--- src/rtl/video_crtc_prog.sv ---
// Programmable CRT controller: register-file timing, VRAM address/row/dot generation,
// sync/blank and retrace status. Every output is registered one cycle behind the counters.
module video_crtc_prog #(
    parameter int ADDR_W = 16,
    parameter int CNT_W  = 11,
    parameter int RA_W   = 5
) (
    input  logic              iClk,
    input  logic              iRst,
    input  logic              iRegWr,
    input  logic [3:0]        iRegIdx,
    input  logic [15:0]       iRegData,
    output logic [ADDR_W-1:0] oAddr,
    output logic [RA_W-1:0]   oRA,
    output logic [2:0]        oDA,
    output logic              oHs,
    output logic              oVs,
    output logic              oBlank,
    output logic              oVRetrace,
    output logic              oFrameStart
);

    logic [CNT_W-1:0]  htotal, hdisp, hss, hse;
    logic [CNT_W-1:0]  vtotal, vdisp, vss, vse;
    logic [CNT_W-1:0]  lcmp;
    logic [ADDR_W-1:0] start_addr, offset;
    logic [RA_W-1:0]   maxscan;
    logic [3:0]        mode;

    logic [CNT_W-1:0]  x, y, y_next;
    logic [ADDR_W-1:0] rowaddr;
    logic [RA_W-1:0]   ra;

    logic              hdouble, vdouble, hs_pos, vs_neg;
    logic              x_wrap, frame_wrap, line_end;
    logic              hs_active, vs_active;
    logic [CNT_W-1:0]  col;
    logic [2:0]        da;

    assign hdouble = mode[0];
    assign vdouble = mode[1];
    assign hs_pos  = mode[2];
    assign vs_neg  = mode[3];

    // ">=" rather than "==" so lowering a total below the live counter wraps at once.
    assign x_wrap     = (x >= htotal);
    assign frame_wrap = x_wrap && (y >= vtotal);
    assign y_next     = frame_wrap ? '0 : (x_wrap ? y + CNT_W'(1) : y);
    assign line_end   = x_wrap && (!vdouble || y[0]);

    assign hs_active = (x >= hss) && (x < hse);
    assign vs_active = (y >= vss) && (y < vse);
    assign col       = hdouble ? (x >> 4) : (x >> 3);
    assign da        = hdouble ? x[3:1] : x[2:0];

    always_ff @(posedge iClk) begin
        if (iRst) begin
            htotal     <= CNT_W'(799);
            hdisp      <= CNT_W'(640);
            hss        <= CNT_W'(656);
            hse        <= CNT_W'(752);
            vtotal     <= CNT_W'(448);
            vdisp      <= CNT_W'(400);
            vss        <= CNT_W'(412);
            vse        <= CNT_W'(414);
            start_addr <= '0;
            offset     <= ADDR_W'(40);
            maxscan    <= '0;
            mode       <= 4'h3;
            lcmp       <= '1;
        end else if (iRegWr) begin
            case (iRegIdx)
                4'd0:    htotal     <= iRegData[CNT_W-1:0];
                4'd1:    hdisp      <= iRegData[CNT_W-1:0];
                4'd2:    hss        <= iRegData[CNT_W-1:0];
                4'd3:    hse        <= iRegData[CNT_W-1:0];
                4'd4:    vtotal     <= iRegData[CNT_W-1:0];
                4'd5:    vdisp      <= iRegData[CNT_W-1:0];
                4'd6:    vss        <= iRegData[CNT_W-1:0];
                4'd7:    vse        <= iRegData[CNT_W-1:0];
                4'd8:    start_addr <= iRegData[ADDR_W-1:0];
                4'd9:    offset     <= iRegData[ADDR_W-1:0];
                4'd10:   maxscan    <= iRegData[RA_W-1:0];
                4'd11:   mode       <= iRegData[3:0];
                4'd12:   lcmp       <= iRegData[CNT_W-1:0];
                default: ;
            endcase
        end
    end

    // rowaddr itself is the frame's START shadow: it only samples START at the wrap.
    always_ff @(posedge iClk) begin
        if (iRst) begin
            x       <= '0;
            y       <= '0;
            rowaddr <= '0;
            ra      <= '0;
        end else begin
            x <= x_wrap ? '0 : x + CNT_W'(1);
            y <= y_next;
            if (frame_wrap) begin
                rowaddr <= start_addr;
                ra      <= '0;
            end else if (x_wrap && (y_next == lcmp)) begin
                rowaddr <= '0;
                ra      <= '0;
            end else if (line_end) begin
                if (ra == maxscan) begin
                    ra      <= '0;
                    rowaddr <= rowaddr + offset;
                end else begin
                    ra <= ra + RA_W'(1);
                end
            end
        end
    end

    always_ff @(posedge iClk) begin
        if (iRst) begin
            oAddr       <= '0;
            oRA         <= '0;
            oDA         <= '0;
            oHs         <= 1'b1;
            oVs         <= 1'b0;
            oBlank      <= 1'b1;
            oVRetrace   <= 1'b0;
            oFrameStart <= 1'b0;
        end else begin
            oAddr       <= rowaddr + ADDR_W'(col);
            oRA         <= ra;
            oDA         <= da;
            oBlank      <= (x >= hdisp) || (y >= vdisp);
            oHs         <= hs_active ^ ~hs_pos;
            oVs         <= vs_active ^ vs_neg;
            oVRetrace   <= vs_active;
            oFrameStart <= (x == '0) && (y == '0);
        end
    end

endmodule

--- config.mk ---
export PLATFORM = sky130hd
export DESIGN_NAME = video_crtc_prog
export DESIGN_NICKNAME = d
export VERILOG_FILES = /design/src/rtl/video_crtc_prog.sv
export SDC_FILE = /design/constraint.sdc
export NUM_CORES = 1
export LEC_CHECK = 0
export CORE_MARGIN = 4
export CORE_UTILIZATION = 50
export CTS_CLUSTER_SIZE = 24
export DETAILED_ROUTE_END_ITERATION = 10
export GPL_ROUTABILITY_DRIVEN = 0
export GPL_TIMING_DRIVEN = 0
export PLACE_DENSITY = 0.7
export SLEW_MARGIN = 30
export SYNTH_ARGS = -nofsm -noshare
export SYNTH_HDL_FRONTEND = slang
export SYNTH_SLANG_ARGS = --single-unit
--- constraint.sdc ---
create_clock -name iClk -period 4 [get_ports iClk]
set_input_delay 0.8 -clock iClk [delete_from_list [all_inputs] [get_ports iClk]]
set_output_delay 0.8 -clock iClk [all_outputs]
set_load 0.02 [all_outputs]
After elaboration in Yosys (flattened, before gate mapping)
Index checks and enable logic that the tools add are counted.
- bits in registers: 212
- latch bits: 0
- memory bits (writable): 0
- ROM bits: 0
- input port bits: 23
- word-level logic and storage cells: 94
- memories kept: 0
- add/sub/neg operators: 5
- $mul: 0
- divide/modulo/power cells: 0
- magnitude comparators: 8
- equality and inequality tests: 14
- shifts and indexed selects: 0
- multiplexer cells: 9
- bitwise logic cells: 3
- reduce and logical (&&, ||, !) cells: 30
- operators with widths (kind ; number):
    $ge A11 B11 Y1 ; 6
    $mux W16 ; 4
    $reduce_and A2 Y1 ; 14
    $add A11 B1 Y11 const B ; 2
    $logic_not A11 Y1 ; 2
    $lt A11 B11 Y1 ; 2
    $mux W11 ; 2
    $eq A4 B4 Y1 const B ; 5
    $add A16 B16 Y16 ; 1
    $add A16 B8 Y16 ; 1
    $eq A4 B3 Y1 const B ; 4
    $eq A11 B11 Y1 ; 1
    $eq A4 B2 Y1 const B ; 2
    $mux W8 ; 1
    $logic_and A1 B1 Y1 ; 6
    $reduce_bool A3 Y1 ; 2
    $add A5 B1 Y5 const B ; 1
    $eq A5 B5 Y1 ; 1
    $mux W5 ; 1
    $eq A4 B1 Y1 const B ; 1
    $logic_not A4 Y1 ; 1
    $mux W3 ; 1
    $reduce_or A3 Y1 ; 1
    $logic_or A1 B1 Y1 ; 2
    4 further kinds ; 5

Longest topological paths before layout
Gate-level depths: netlist (run 1).
- word-level depth: 7
- gate-level depth with buffers: 14
- gate-level depth less buffers: 13

Worst setup path before layout (run 1)
Ideal clock, no wire load.
- path kind: reg-to-reg
- start: register y[0]
- end: register rowaddr[7]
- setup time: 119 ps
- arrival time: 2919 ps
- required time: 3881 ps
- slack: 961 ps
- stages on the path, launching flop included: 13
- period minus slack after synthesis: 3039 ps
- path through: dfxtp_1 -> inv_1 -> ha_1 -> nand2b_1 -> a31oi_1 -> o21bai_4 -> or2_4 -> a2111oi_2 -> o22ai_1 -> nor4_4 -> a31o_4 -> buf_8 -> a21oi_1
- word-level cells in the longest chain between the ends: 7
- elaborated cells on any way between the ends: 14
- classes of those cells: add/sub (1); order compare (1); eq/ne (1); mux (4); reduce/logical (7)
- ends and longest elaborated chain (what ; RTL line ; RTL):
    from (decl) ; 30 ; logic [CNT_W-1:0] x, y, y_next;
    from (signal assigned) ; 100 ; y <= y_next;
    $add A11 B1 Y11 / $ge A11 B11 Y1 (equally long branches) ; 48, 47 ;
    $mux W11 / $logic_and A1 B1 Y1 (equally long branches) ; 48, 47 ;
    $mux W11 ; 48 ; assign y_next = frame_wrap ? '0 : (x_wrap ? y + CNT_W'(1) : y);
    $eq A11 B11 Y1 ; 104 ; end else if (x_wrap && (y_next == lcmp)) begin
    $logic_and A1 B1 Y1 ; 104 ;
    $reduce_bool A3 Y1 (no source line) / $mux W16 (equally long branches) ; n/a ;
    $reduce_and A2 Y1 (no source line) / $mux W16 (equally long branches) ; n/a ;
    to (signal assigned) ; 102 ; rowaddr <= start_addr;
    to (signal assigned) ; 110 ; rowaddr <= rowaddr + offset;
    to (decl) ; 31 ; logic [ADDR_W-1:0] rowaddr;
Parallel ways exist; a longest one is shown, timed or not.
A chain may end at the register's enable or synchronous reset.

Final worst setup path (run 1)
- start: register y[6]
- end: register rowaddr[1]
Same word-level chain as after synthesis.

==> results.py, run 1 <==
metrics = {
    "status": {
        "outcome": "completed",
    },
    "clock_network": {
        "ctsResizeCount": 0,
        "cts.sinks": 212,
        "clock_path_buffers": 3,
        "htree_num_levels": 1,
        "clock_tree.root_cell": "clkbuf_16",
        "cts_tree": "yes",
        "cts_made_buffers": 24,
        "ctsHoldBuffers": 0,
        "clkLatencyLatePin_ns": 0.52,
        "clkSlewWorstSetupHoldPaths_ns": 0.06,
    },
    "power": {
        "swShare_pct": 22.98,
        "internal_power_mw": 3.638,
        "p_clk_share_pct": 48.3,
        "power_switching_mw": 1.085,
        "pwr-share-seq_pct": 45.8,
        "power_mw": 4.724,
        "ir_drop_mv": 0.2969,
        "p_leak_nw": 5.611,
        "pwr-share-comb_pct": 6.0,
        "p_per_area_nw_per_um2": 351.9,
    },
    "synthesis": {
        "synthTopCellsByArea": "dfxtp_1 (36%), ha_1 (12%), nor2_1 (5.6%)",
        "yosysSeqAreaShare_pct": 36.25,
        "netlist.area_leader.share_pct": 36.25,
        "synth-edff-count": 0,
        "yosys.area_share.simple_pct": 20.24,
        "synth_area_per_cell_um2": 8.386,
        "async_flop_share_pct": 0,
        "synth_nets": 1535,
        "synth_most_common_cell": "dfxtp_1",
        "synth_top_area_cell": "dfxtp_1",
        "yosysWarningCount": 0,
        "synth_fa_ha_area_share_pct": 12.53,
        "netlist_instances": 1396,
        "ys_types": 70,
        "ys_seq_elements": 212,
        "yosys-mux-area-fraction_pct": 5.130,
        "netlist_area_um2": 11710,
        "synth-compound-area-share_pct": 16.25,
        "synth_top_family_by_area": "simple AND/OR/NAND/NOR gates",
        "netlist_top_cells_count": "dfxtp_1 (212), nor2_1 (174), nand2_1 (160)",
        "synth_xor_area_share_pct": 3.826,
        "synth_ff_type": "dfxtp_1",
    },
    "die": {
        "dieArea_um2": 25920,
        "initial_core_util_pct": 51.24,
        "die_h_um": 161.0,
        "num_rows": 55,
        "io_pins": 52,
        "coreArea_um2": 22850,
        "die_w_um": 161.0,
    },
    "timing": {
        "hold_viol": 0,
        "fmax_ghz": 0.2629,
        "finalSetupViolCount": 0,
        "worst_slew_margin_rel_pct": 32.79,
        "fin_ws_ns": 0.1963,
        "rsz0062_at_grt": "no",
        "fin_crit_ns": 3.804,
        "holdWs_ns": 0.4547,
        "tns_ns": 0,
        "slew_violations": 0,
        "clock-skew-final_ns": 0.009660,
        "period_share_pct": 95.09,
        "tightest_slew_ns": 1.008,
    },
    "place": {
        "place_area_um2": 12570,
        "dp_hpwl_mm": 23.83,
        "placed_cells_incl_taps": 1756,
        "io_buffers": 47,
        "dpl_worst_slack_ns": 0.1624,
    },
    "global_routing": {
        "track_usage_pct": 25.49,
        "antenna_found_initial": 0,
        "grt_max_degree": 13,
        "grt_overflow": 0,
        "grt_pass1_vias": 9780,
        "grt_pass1_wl_mm": 53.12,
    },
    "route": {
        "dr.first_iter.drc_count": 845,
        "ant_nets": 0,
        "viasPerCell": 5.646,
        "wl_per_cell_um": 18.66,
        "num_vias": 10180,
        "dr.pass1.iters": 5,
        "drt_wl_total_mm": 33.64,
        "drc": 0,
    },
    "cells_and_area": {
        "area_growth_syn_to_layout_pct": 14.65,
        "postLayoutCoreUtil_pct": 58.75,
        "drive_gt1_share_pct": 5.570,
        "fillers": 2092,
        "final_nets": 1611,
        "design_area_um2": 13420,
        "multi_input_area_um2": 6792,
        "seq_area_um2": 4244,
        "diodes": 0,
        "instances_no_fill": 1803,
    },
    "setup_path": {
        "path_max_fanout": 11,
        "required_ns": 4.41,
        "start_kind": "flop",
        "arrival_ns": 4.21,
        "path_class": "reg2reg",
        "critPathCaptureType": "flop",
        "reg2reg_depth": 12,
        "r2r-start": "y[6]",
        "r2r_end": "rowaddr[1]",
        "r2r_slack_ns": 0.20,
    },
    "min_path": {
        "worstHoldPathCells": 2,
        "hp-start": "hse[1]",
        "hold_path_class": "reg2reg",
        "hold_path_end": "hse[1]",
    },
    "run": {
        "maxCapViolCount": 0,
    },
}
per-layer routing:
metal  track usage, %  wire length [um]  vias to the layer above
met5                0                 0                        -
met2            41.90             15060                      319
met1            33.85             14980                     4780
met4            8.879              1272                        0
li1                 -                 -                     4998
met3            4.670              2335                       83
worst max-delay path by stage:
stage                        from          to  slack [ns]  depth (start not counted)
after global placement       x[0]  rowaddr[9]        0.20                         13
final                        y[6]  rowaddr[1]        0.20                         12
after global routing      mode[0]   oAddr[12]        0.04                         14
after CTS                    y[6]  rowaddr[1]        0.14                         11
after detailed placement     y[0]  rowaddr[1]        0.16                         12
after floorplan              y[0]  rowaddr[7]        0.96                         12
final cells by class:
type	instances	area share, %
plain buffers	67	2.135
clock buffers	38	5.547
clock inverters	6	0.5966
inverters	104	2.909
multi-input cells	1013	50.60
flip-flops and latches	212	31.62
well taps	313	2.918
repair buffers	50	3.673
cell usage in the layout, fill, tap and decap left out, types with 4 or more instances in the layout:
cell               n
a2111oi_2          4
a211o_1           36
a211oi_1          19
a21o_1            18
a21oi_1           98
a31oi_1            8
and3_1            10
buf_2              6
clkbuf_1          60
clkbuf_16         25
clkbuf_8           7
clkdlybuf4s50_1   47
clkinv_2           4
dfxtp_1          212
ha_1             114
inv_1            104
mux2_2             8
mux2i_1           51
nand2_1          160
nand2b_1          12
nand3_1           28
nand3b_1          18
nand4_1           16
nor2_1           174
nor2b_1           20
nor3_1            27
nor4_1            12
o21a_1            16
o21ai_0           32
o21ba_2            5
o221ai_1           7
o22ai_1            9
or3_1              4
xnor2_1           30
xor2_1            18
sequential cells by signal, indices dropped and copies added (netlist names), 16 cells and up:
signal,cells
rowaddr,16
oAddr,16
offset,16
start_addr,16
worst max-delay path: stages, from the launching register on:
cell,delay [ns]
dfxtp_1,0.72
ha_1,0.28
nand2_1,0.06
o21a_1,0.18
nor3_1,0.60
or2_4,0.26
buf_6,0.14
a21oi_1,0.08
mux2_2,0.38
nor2_2,0.48
a31o_4,0.32
buf_8,0.15
a21oi_1,0.05
power groups by stage:
stage          combinational (mW)  sequential, mW  clock, mW
2_1_floorplan               0.162            2.20          0
3_3_place_gp                0.274            2.21          0
3_5_place_dp                0.278            2.21          0
4_1_cts                     0.280            2.16       2.31
5_1_grt                     0.308            2.16       2.40
6_report                    0.282            2.16       2.28
cells by family after synthesis:
| group | after synthesis |
|---|---|
| AO/OA/AOI/OAI | 281 |
| XOR/XNOR | 49 |
| adder cells (fa/ha/maj) | 116 |
| buffers and inverters | 171 |
| flip-flops | 212 |
| multiplexers | 59 |
| AND/OR/NAND/NOR | 508 |
repair_timing:
| action | CTS | global route |
|---|---|---|
| endpoints found under the hold margin | 0 | 0 |
| buffers inserted | 0 | 3 |
| setup endpoints to repair | 0 | 12 |
No activity file was read; power rests on OpenSTA's default activity.
==> inputs of run 2 (changes only) <==
Settings changed: ABC_CLOCK_PERIOD_IN_PS from default to 4000, CORE_ASPECT_RATIO from default to 1.2, PLACE_DENSITY 0.7 to 0.75.
==> run 2 against run 1 <==
Effect of this change:
- die area about the same
- total power decreased by 2.8%
- clock power is 6% lower
- fmax increased by 1.0%
- non-clock buffer count shrank 1
- via count rose by 2.7%
- critical endpoint is now rowaddr[7]
==> results.py, run 2 (synthesis gave the netlist of run 1 again) <==
metrics = {
    "timing": {
        "rsz0062_at_grt": "no",
        "hold_viol": 0,
        "fin_ws_ns": 0.2351,
        "tns_ns": 0,
        "period_share_pct": 94.12,
        "fin_crit_ns": 3.765,
        "clock-skew-final_ns": 0.009198,
        "slew_violations": 0,
        "fmax_ghz": 0.2656,
        "tightest_slew_ns": 1.017,
        "finalSetupViolCount": 0,
        "worst_slew_margin_rel_pct": 32.22,
    },
    "run": {
        "maxCapViolCount": 0,
    },
    "place": {
        "dpl_worst_slack_ns": 0.1894,
        "dp_hpwl_mm": 23.92,
        "placed_cells_incl_taps": 1758,
        "io_buffers": 47,
    },
    "clock_network": {
        "clock_tree.root_cell": "clkbuf_16",
        "clkSlewWorstSetupHoldPaths_ns": 0.06,
        "cts_tree": "yes",
        "clkLatencyLatePin_ns": 0.51,
        "htree_num_levels": 1,
        "cts_made_buffers": 22,
        "clock_path_buffers": 3,
        "cts.sinks": 212,
    },
    "route": {
        "dr.first_iter.drc_count": 919,
        "viasPerCell": 5.810,
        "drt_wl_total_mm": 33.85,
        "ant_nets": 0,
        "drc": 0,
        "dr.pass1.iters": 6,
        "num_vias": 10452,
        "wl_per_cell_um": 18.82,
    },
    "setup_path": {
        "r2r_slack_ns": 0.24,
        "start_kind": "flop",
        "r2r-start": "y[6]",
        "required_ns": 4.39,
        "r2r_end": "rowaddr[7]",
        "path_class": "reg2reg",
        "path_max_fanout": 11,
        "critPathCaptureType": "flop",
        "arrival_ns": 4.16,
        "reg2reg_depth": 12,
    },
    "global_routing": {
        "grt_max_degree": 15,
        "grt_pass1_wl_mm": 53.17,
        "grt_pass1_vias": 10188,
        "track_usage_pct": 25.68,
        "antenna_found_initial": 0,
        "grt_overflow": 0,
    },
    "cells_and_area": {
        "instances_no_fill": 1799,
        "seq_area_um2": 4244,
        "diodes": 0,
        "area_growth_syn_to_layout_pct": 14.17,
        "final_cell_mix": "dfxtp_1 (212), nor2_1 (174), nand2_1 (160), ha_1 (114), inv_1 (104)",
        "multi_input_area_um2": 6792,
        "drive_gt1_share_pct": 5.391,
        "final_nets": 1608,
        "layout_commonest_cell": "dfxtp_1",
        "fillers": 2025,
    },
    "die": {
        "coreArea_um2": 23130,
        "die_w_um": 147.7,
        "initial_core_util_pct": 50.62,
        "io_pins": 52,
        "dieArea_um2": 25930,
        "num_rows": 61,
        "die_h_um": 175.6,
    },
    "power": {
        "p_leak_nw": 5.574,
        "p_clk_share_pct": 46.8,
        "p_per_area_nw_per_um2": 343.5,
        "pwr-share-comb_pct": 6.1,
        "ir_drop_mv": 0.3260,
        "swShare_pct": 23.12,
        "internal_power_mw": 3.529,
        "power_switching_mw": 1.061,
        "pwr-share-seq_pct": 47.1,
    },
    "status": {
        "outcome": "completed",
    },
    "min_path": {
        "hp-start": "htotal[6]",
        "worstHoldPathCells": 2,
        "hold_path_end": "htotal[6]",
        "hold_path_class": "reg2reg",
    },
}
==> run 2: cell types whose count changed in the layout (fill, tap and decap cells not counted), sizes merged <==
cell	change
buf	-1
clkbuf	-6
clkinv	-1
clkinvlp	+1
inv	+1
==> run 2: critical path: stages (launching register included) <==
cell	delay [ns]
dfxtp_1	0.70
ha_1	0.28
nand2_1	0.06
o21a_1	0.19
nor3_1	0.54
or2_4	0.26
buf_6	0.13
a21oi_1	0.07
mux2_2	0.38
nor2_2	0.52
a31o_4	0.32
buf_8	0.16
a21oi_1	0.05
==> run 2: routing by layer <==
| metal | share of wire, % | global-route usage, % |
|---|---|---|
| met3 | 7.6 | 3.303 |
| met5 | 0 | 0 |
| met4 | 6.2 | 14.49 |
| met2 | 47 | 43.73 |
| met1 | 40 | 31.27 |
==> run 2: power by group through the flow <==
stage	sequential (mW)	clock (mW)	combinational, mW
finish	2.16	2.15	0.281
global placement	2.21	0	0.269
global route	2.16	2.25	0.305
CTS	2.16	2.17	0.279
floorplan	2.20	0	0.162
detailed placement	2.21	0	0.276
==> run 2: worst max path at each step <==
stage | start | to | slack, ns
2_1_floorplan | y[0] | rowaddr[7] | 0.96
3_3_place_gp | x[0] | rowaddr[8] | 0.21
3_5_place_dp | x[0] | rowaddr[7] | 0.19
4_1_cts | x[0] | rowaddr[7] | 0.19
5_1_grt | x[0] | rowaddr[5] | 0.06
6_report | y[6] | rowaddr[7] | 0.24
==> run 2: per-stage QoR <==
stage | util, % | area (um2) | power [mW] | hold WS, ns
floorplan | - | 11710 | 2.366 | 0.4354
global placement | 54.36 | 12570 | 2.476 | 0.4423
detailed placement | 54.39 | 12580 | 2.484 | 0.4478
CTS | 57.67 | 13340 | 4.610 | 0.4571
global route | 57.79 | 13370 | 4.714 | 0.4706
finish | 57.79 | 13370 | 4.590 | 0.4575
==> run 2: cell type report <==
| cell class | count | area share (%) |
|---|---|---|
| Clock inverter | 7 | 0.6834 |
| Inverter | 104 | 2.921 |
| Timing Repair Buffer | 49 | 3.726 |
| Multi-Input combinational cell | 1013 | 50.81 |
| Sequential cell | 212 | 31.75 |
| Tap cell | 315 | 2.949 |
| Buffer | 67 | 2.144 |
| Clock buffer | 32 | 5.008 |
==> run 2: what timing repair did <==
item	in CTS	in global routing
buffers inserted	0	2
gates resized for setup	0	0
hold buffers	0	0
setup endpoints to repair	0	10
